File: src/rtl/arp_table_pkg.sv
// Shared types and constants for the ARP IP->MAC resolution table.
package arp_table_pkg;

    localparam int          C_AGE_W     = 8;
    localparam logic [47:0] C_BCAST_MAC = 48'hFFFF_FFFF_FFFF;

    typedef enum logic [2:0] {
        ST_IDLE,
        ST_LOOKUP,
        ST_REQ,
        ST_WAIT,
        ST_RESP
    } state_t;

    typedef struct packed {
        logic               valid;
        logic [31:0]        ip;
        logic [47:0]        mac;
        logic [C_AGE_W-1:0] age;
    } entry_t;

endpackage

File: src/rtl/arp_entry_cam.sv
// ARP cache storage: parallel seek/learn compare, free-slot / round-robin victim write,
// and optional per-entry aging when the ARP_AGING_EN macro is defined.
module arp_entry_cam
    import arp_table_pkg::*;
#(
    parameter int          P_ENTRIES   = 8,
    parameter logic [31:0] P_AGE_TICK  = 32'd156_250_000,
    parameter logic [7:0]  P_AGE_LIMIT = 8'd60
) (
    input  logic        i_clk,
    input  logic        i_rst_n,
    input  logic [31:0] i_learn_ip,
    input  logic [47:0] i_learn_mac,
    input  logic        i_learn_valid,
    input  logic [31:0] i_seek_ip,
    input  logic        i_seek_refresh,
    output logic        o_seek_hit,
    output logic [47:0] o_seek_mac,
    output logic [4:0]  o_entry_count
);

    localparam int IDX_W = $clog2(P_ENTRIES);

    entry_t               ent_q [P_ENTRIES];
    entry_t               ent_d [P_ENTRIES];
    logic [IDX_W-1:0]     vic_q, vic_d;
    logic [P_ENTRIES-1:0] seek_m, learn_m;
    logic                 free_found;
    logic [IDX_W-1:0]     free_idx;

    always_comb begin
        o_seek_hit    = 1'b0;
        o_seek_mac    = '0;
        o_entry_count = '0;
        seek_m        = '0;
        learn_m       = '0;
        for (int i = 0; i < P_ENTRIES; i++) begin
            seek_m[i]  = ent_q[i].valid && (ent_q[i].ip == i_seek_ip);
            learn_m[i] = ent_q[i].valid && (ent_q[i].ip == i_learn_ip);
            if (seek_m[i]) begin
                o_seek_hit = 1'b1;
                o_seek_mac = ent_q[i].mac;
            end
            o_entry_count = o_entry_count + 5'(ent_q[i].valid);
        end
    end

`ifdef ARP_AGING_EN
    logic [31:0] tick_cnt_q, tick_cnt_d;
    logic        tick;

    always_comb begin
        tick       = (tick_cnt_q == P_AGE_TICK - 32'd1);
        tick_cnt_d = tick ? 32'd0 : tick_cnt_q + 32'd1;
    end

    always_ff @(posedge i_clk or negedge i_rst_n) begin
        if (!i_rst_n) tick_cnt_q <= '0;
        else          tick_cnt_q <= tick_cnt_d;
    end
`else
    logic unused_aging;

    always_comb begin
        unused_aging = i_seek_refresh ^ (P_AGE_TICK == 32'd0) ^ (P_AGE_LIMIT == 8'd0);
    end
`endif

    always_comb begin
        ent_d      = ent_q;
        vic_d      = vic_q;
        free_found = 1'b0;
        free_idx   = '0;
`ifdef ARP_AGING_EN
        // Refresh after expiry so an entry hit in its expiry cycle survives.
        for (int i = 0; i < P_ENTRIES; i++) begin
            if (tick && ent_q[i].valid) begin
                if (ent_q[i].age == P_AGE_LIMIT) ent_d[i].valid = 1'b0;
                else                             ent_d[i].age   = ent_q[i].age + 8'd1;
            end
            if (i_seek_refresh && seek_m[i]) begin
                ent_d[i].valid = 1'b1;
                ent_d[i].age   = '0;
            end
        end
`endif
        for (int i = P_ENTRIES - 1; i >= 0; i--) begin
            if (!ent_q[i].valid) begin
                free_found = 1'b1;
                free_idx   = IDX_W'(i);
            end
        end
        if (i_learn_valid) begin
            if (|learn_m) begin
                for (int i = 0; i < P_ENTRIES; i++) begin
                    if (learn_m[i]) begin
                        ent_d[i].valid = 1'b1;
                        ent_d[i].mac   = i_learn_mac;
                        ent_d[i].age   = '0;
                    end
                end
            end else if (free_found) begin
                ent_d[free_idx] = '{valid: 1'b1, ip: i_learn_ip, mac: i_learn_mac, age: '0};
            end else begin
                ent_d[vic_q] = '{valid: 1'b1, ip: i_learn_ip, mac: i_learn_mac, age: '0};
                vic_d        = vic_q + 1'b1;
            end
        end
    end

    always_ff @(posedge i_clk or negedge i_rst_n) begin
        if (!i_rst_n) begin
            for (int i = 0; i < P_ENTRIES; i++) ent_q[i] <= '0;
            vic_q <= '0;
        end else begin
            ent_q <= ent_d;
            vic_q <= vic_d;
        end
    end

endmodule

File: src/rtl/arp_ip_mac_table.sv
// IP->MAC resolver: cache lookup, ARP request on miss, wait for learn or timeout.
// Optional entry aging is enabled by defining the ARP_AGING_EN macro.
module arp_ip_mac_table
    import arp_table_pkg::*;
#(
    parameter int          P_ENTRIES     = 8,
    parameter logic [31:0] P_REQ_TIMEOUT = 32'd156_250_000,
    parameter logic [47:0] P_DEFAULT_MAC = C_BCAST_MAC,
    parameter logic [31:0] P_AGE_TICK    = 32'd156_250_000,
    parameter logic [7:0]  P_AGE_LIMIT   = 8'd60
) (
    input  logic        i_clk,
    input  logic        i_rst_n,
    input  logic [31:0] i_seek_ip,
    input  logic        i_seek_ip_valid,
    output logic [47:0] o_seek_mac,
    output logic        o_seek_mac_valid,
    output logic        o_busy,
    input  logic [31:0] i_learn_ip,
    input  logic [47:0] i_learn_mac,
    input  logic        i_learn_valid,
    output logic [31:0] o_arp_req_ip,
    output logic        o_arp_req_valid,
    input  logic        i_arp_req_ready,
    output logic [4:0]  o_entry_count
);

    state_t      state_q, state_d;
    logic [31:0] ip_q, ip_d;
    logic [47:0] mac_q, mac_d;
    logic [31:0] cnt_q, cnt_d;
    logic        cam_hit, learn_hit;
    logic [47:0] cam_mac;

    arp_entry_cam #(
        .P_ENTRIES   (P_ENTRIES),
        .P_AGE_TICK  (P_AGE_TICK),
        .P_AGE_LIMIT (P_AGE_LIMIT)
    ) u_cam (
        .i_clk          (i_clk),
        .i_rst_n        (i_rst_n),
        .i_learn_ip     (i_learn_ip),
        .i_learn_mac    (i_learn_mac),
        .i_learn_valid  (i_learn_valid),
        .i_seek_ip      (ip_q),
        .i_seek_refresh (state_q == ST_LOOKUP),
        .o_seek_hit     (cam_hit),
        .o_seek_mac     (cam_mac),
        .o_entry_count  (o_entry_count)
    );

    always_ff @(posedge i_clk or negedge i_rst_n) begin
        if (!i_rst_n) begin
            state_q <= ST_IDLE;
            ip_q    <= '0;
            mac_q   <= '0;
            cnt_q   <= '0;
        end else begin
            state_q <= state_d;
            ip_q    <= ip_d;
            mac_q   <= mac_d;
            cnt_q   <= cnt_d;
        end
    end

    // A learn for the pending IP short-circuits the table and the timeout alike.
    always_comb begin
        state_d   = state_q;
        ip_d      = ip_q;
        mac_d     = mac_q;
        cnt_d     = cnt_q;
        learn_hit = i_learn_valid && (i_learn_ip == ip_q);
        case (state_q)
            ST_IDLE: begin
                if (i_seek_ip_valid) begin
                    ip_d    = i_seek_ip;
                    state_d = ST_LOOKUP;
                end
            end
            ST_LOOKUP: begin
                if (cam_hit) begin
                    mac_d   = cam_mac;
                    state_d = ST_RESP;
                end else if (learn_hit) begin
                    mac_d   = i_learn_mac;
                    state_d = ST_RESP;
                end else begin
                    state_d = ST_REQ;
                end
            end
            ST_REQ: begin
                if (learn_hit) begin
                    mac_d   = i_learn_mac;
                    state_d = ST_RESP;
                end else if (i_arp_req_ready) begin
                    cnt_d   = '0;
                    state_d = ST_WAIT;
                end
            end
            ST_WAIT: begin
                cnt_d = cnt_q + 32'd1;
                if (learn_hit) begin
                    mac_d   = i_learn_mac;
                    state_d = ST_RESP;
                end else if (cnt_d >= P_REQ_TIMEOUT - 32'd1) begin
                    mac_d   = P_DEFAULT_MAC;
                    state_d = ST_RESP;
                end
            end
            ST_RESP:  state_d = ST_IDLE;
            default:  state_d = ST_IDLE;
        endcase
    end

    always_comb begin
        o_busy           = (state_q != ST_IDLE);
        o_seek_mac_valid = (state_q == ST_RESP);
        o_seek_mac       = mac_q;
        o_arp_req_valid  = (state_q == ST_REQ);
        o_arp_req_ip     = ip_q;
    end

endmodule

File: config.mk
export PLATFORM = sky130hd
export DESIGN_NAME = arp_ip_mac_table
export DESIGN_NICKNAME = d
export VERILOG_FILES = /design/src/rtl/arp_table_pkg.sv /design/src/rtl/arp_entry_cam.sv /design/src/rtl/arp_ip_mac_table.sv
export SDC_FILE = /design/constraint.sdc
export NUM_CORES = 2
export LEC_CHECK = 0
export ABC_AREA = 0
export CAP_MARGIN = 30
export CORE_UTILIZATION = 64
export DETAILED_ROUTE_END_ITERATION = 8
export PLACE_DENSITY = 0.91
export SLEW_MARGIN = 20
export SYNTH_ARGS = -nofsm -noshare
export SYNTH_HDL_FRONTEND = slang
export SYNTH_HIERARCHICAL = 1
export SYNTH_SLANG_ARGS = --single-unit
export TNS_END_PERCENT = 20
File: constraint.sdc
create_clock -name i_clk -period 6 [get_ports i_clk]
set_input_delay 1.2 -clock i_clk [delete_from_list [all_inputs] [get_ports i_clk]]
set_output_delay 1.2 -clock i_clk [all_outputs]
set_load 0.005 [all_outputs]
==> results.sh <==
export IMPL_p_sw_frac=0.385
export IMPL_clkPwrFrac=0.206
export IMPL_fin_tns_setup_ps=0
export IMPL_clk_pin_slew_ps=60
export IMPL_internal_power_mw=15.7
export IMPL_drt_first_pass_iters=9
export IMPL_drive_gt1_frac=0.205
export IMPL_comb_power_share=0.394
export IMPL_cts_path_max_buffers=3
export IMPL_cts_tree="done"
export IMPL_min_period_ps=5540
export IMPL_antenna_found_initial=4
export IMPL_yosysWarnings=6
export IMPL_start_kind="register"
export IMPL_die_h_um=261
export IMPL_die_w_um=261
export IMPL_mostFrequentLayoutCells="dfrtp_1, mux2_2, xnor2_1"
export IMPL_highest_signal_layer="met5"
export IMPL_boundaryPins=205
export IMPL_coreArea_um2=66100
export IMPL_hold_ws_ps=493
export IMPL_finalClockSkew_ps=31.3
export IMPL_relSlewSlack=0.285
export IMPL_numCtsBuffers=83
export IMPL_route_met2_wl_um=61500
export IMPL_maxCapViolations=0
export IMPL_worstSkewPairLatency_ps=670
export IMPL_violations="design-rule violations"
export IMPL_drv_slew=0
export IMPL_fmax_mhz=181
export IMPL_wire_per_inst_um=27.6
export IMPL_cts_root_buf="clkbuf_16"
export IMPL_seq_power_share=0.400
export IMPL_synth_cell_area_um2=43000
export IMPL_synthCells=3954
export IMPL_routed_wl_um=138000
export IMPL_post_cts_buffers=0
export IMPL_grt_max_degree=149
export IMPL_avgSynthCellArea_um2=10.9
export IMPL_final_common_cell="dfrtp_1"
export IMPL_tightest_slew_ps=1070
export IMPL_crit_required_ps=4800
export IMPL_finalWeightedCongestion=1.03
export IMPL_postLayoutCoreUtil=0.735
export IMPL_path_max_fanout=6
export IMPL_switchingPower_mw=9.86
export IMPL_period_share=0.923
export IMPL_outcome="complete, but fails checks"
export IMPL_p_per_area_nw_per_um2=527
export IMPL_clkSinkCount=766
export IMPL_grt_setup_unrepaired="false"
export IMPL_dieArea_um2=68200
export IMPL_vias_per_cell=6.83
export IMPL_wl_met1_um=52600
export IMPL_hold_violations=0
export IMPL_floorplan_rows=94
export IMPL_nets=4190
export IMPL_p_leak_nw=20.4
export IMPL_grt_pass1_vias=34791
export IMPL_syn_nets=4083
export IMPL_vias=34075
export IMPL_initial_core_util=0.650
export IMPL_grt_pass1_wl_um=208000
export IMPL_ctsHtreeMaxLevel=3
export IMPL_drc=6
export IMPL_wl_met3_um=15700
export IMPL_initialDrtViolationCount=4735
export IMPL_ctsHoldBuffers=0
export IMPL_setup_viol=0
export IMPL_cp_end_kind="output pin"
export IMPL_ant_nets=0
export IMPL_cts_repair_resized=0
export IMPL_hold_class="reg2reg"
export IMPL_place_hpwl_um=83600
export IMPL_vdd_drop_max_mv=0.415
export IMPL_synthToLayoutAreaGrowth_pct=13.0
export IMPL_port_buffers=203
export IMPL_cp_arrival_ps=4340
export IMPL_overflow=0
export IMPL_gr_usage_all_layers=0.404
export IMPL_path_class="reg2out"
[state kept, by name (all words and copies together) (netlist names)]
name / flops
o_arp_req_ip: 32
o_seek_mac: 48
u_cam/vic_q: 3
state_q: 3
u_cam/ent_q: 648
cnt_q: 32
[per-layer routing]
metal / up-vias / GRT usage
li1: 14100 / -
met4: 4 / 0.224
met1: 17004 / 0.533
met5: - / 0
met3: 571 / 0.108
met2: 2396 / 0.606
[final timing paths]
path	from	to	slack, ps	cells past startpoint
worst max register to register	o_arp_req_ip[24]	o_seek_mac[17]	970	13
worst min-delay path	u_cam/ent_q[225]	u_cam/ent_q[225]	490	1
max in group asynchronous	i_rst_n	o_seek_mac[19]	4000	2
worst max-delay path	u_cam/ent_q[88]	o_entry_count[2]	460	10
worst min register to register	u_cam/ent_q[225]	u_cam/ent_q[225]	490	1
min in group asynchronous	i_rst_n	o_arp_req_ip[2]	620	1
[cell type report]
cell class,count,area (um2)
Clock inverter,31,382
Clock buffer,115,2390
Sequential cell,766,19200
Timing Repair Buffer,332,3260
Multi-Input combinational cell,2710,21600
Fill cell,4234,17500
Inverter,168,631
Antenna cell,2,5.00
Tap cell,864,1080
[critical path, cell delays in order (launching register included)]
cell and delay, ps:
dfrtp_1 530, fa_1 600, inv_1 50, fa_1 490
fa_1 450, inv_1 80, ha_1 160, inv_1 70
fa_1 430, xnor2_1 250, clkdlybuf4s50_1 580
[power groups by stage]
stage,registers [mW],logic [mW],clock network [mW]
final,10.3,10.1,5.28
after global routing,10.4,10.7,5.48
after CTS,10.1,9.80,5.29
after detailed placement,10.1,9.61,0
after global placement,9.96,9.28,0
after floorplan,9.13,7.12,0
[through the flow]
step           instance area [um2]  power [mW]  std cells  worst slack (ps)
3_5_place_dp                 45700        19.7       4837               752
5_1_grt                      48500        26.6       4987               366
4_1_cts                      48500        25.2       4983               477
2_1_floorplan                43000        16.2       3954              2070
6_report                     48600        25.6       4988               461
3_3_place_gp                 45700        19.2       4835               763
Power figures use the tool's default switching activity.
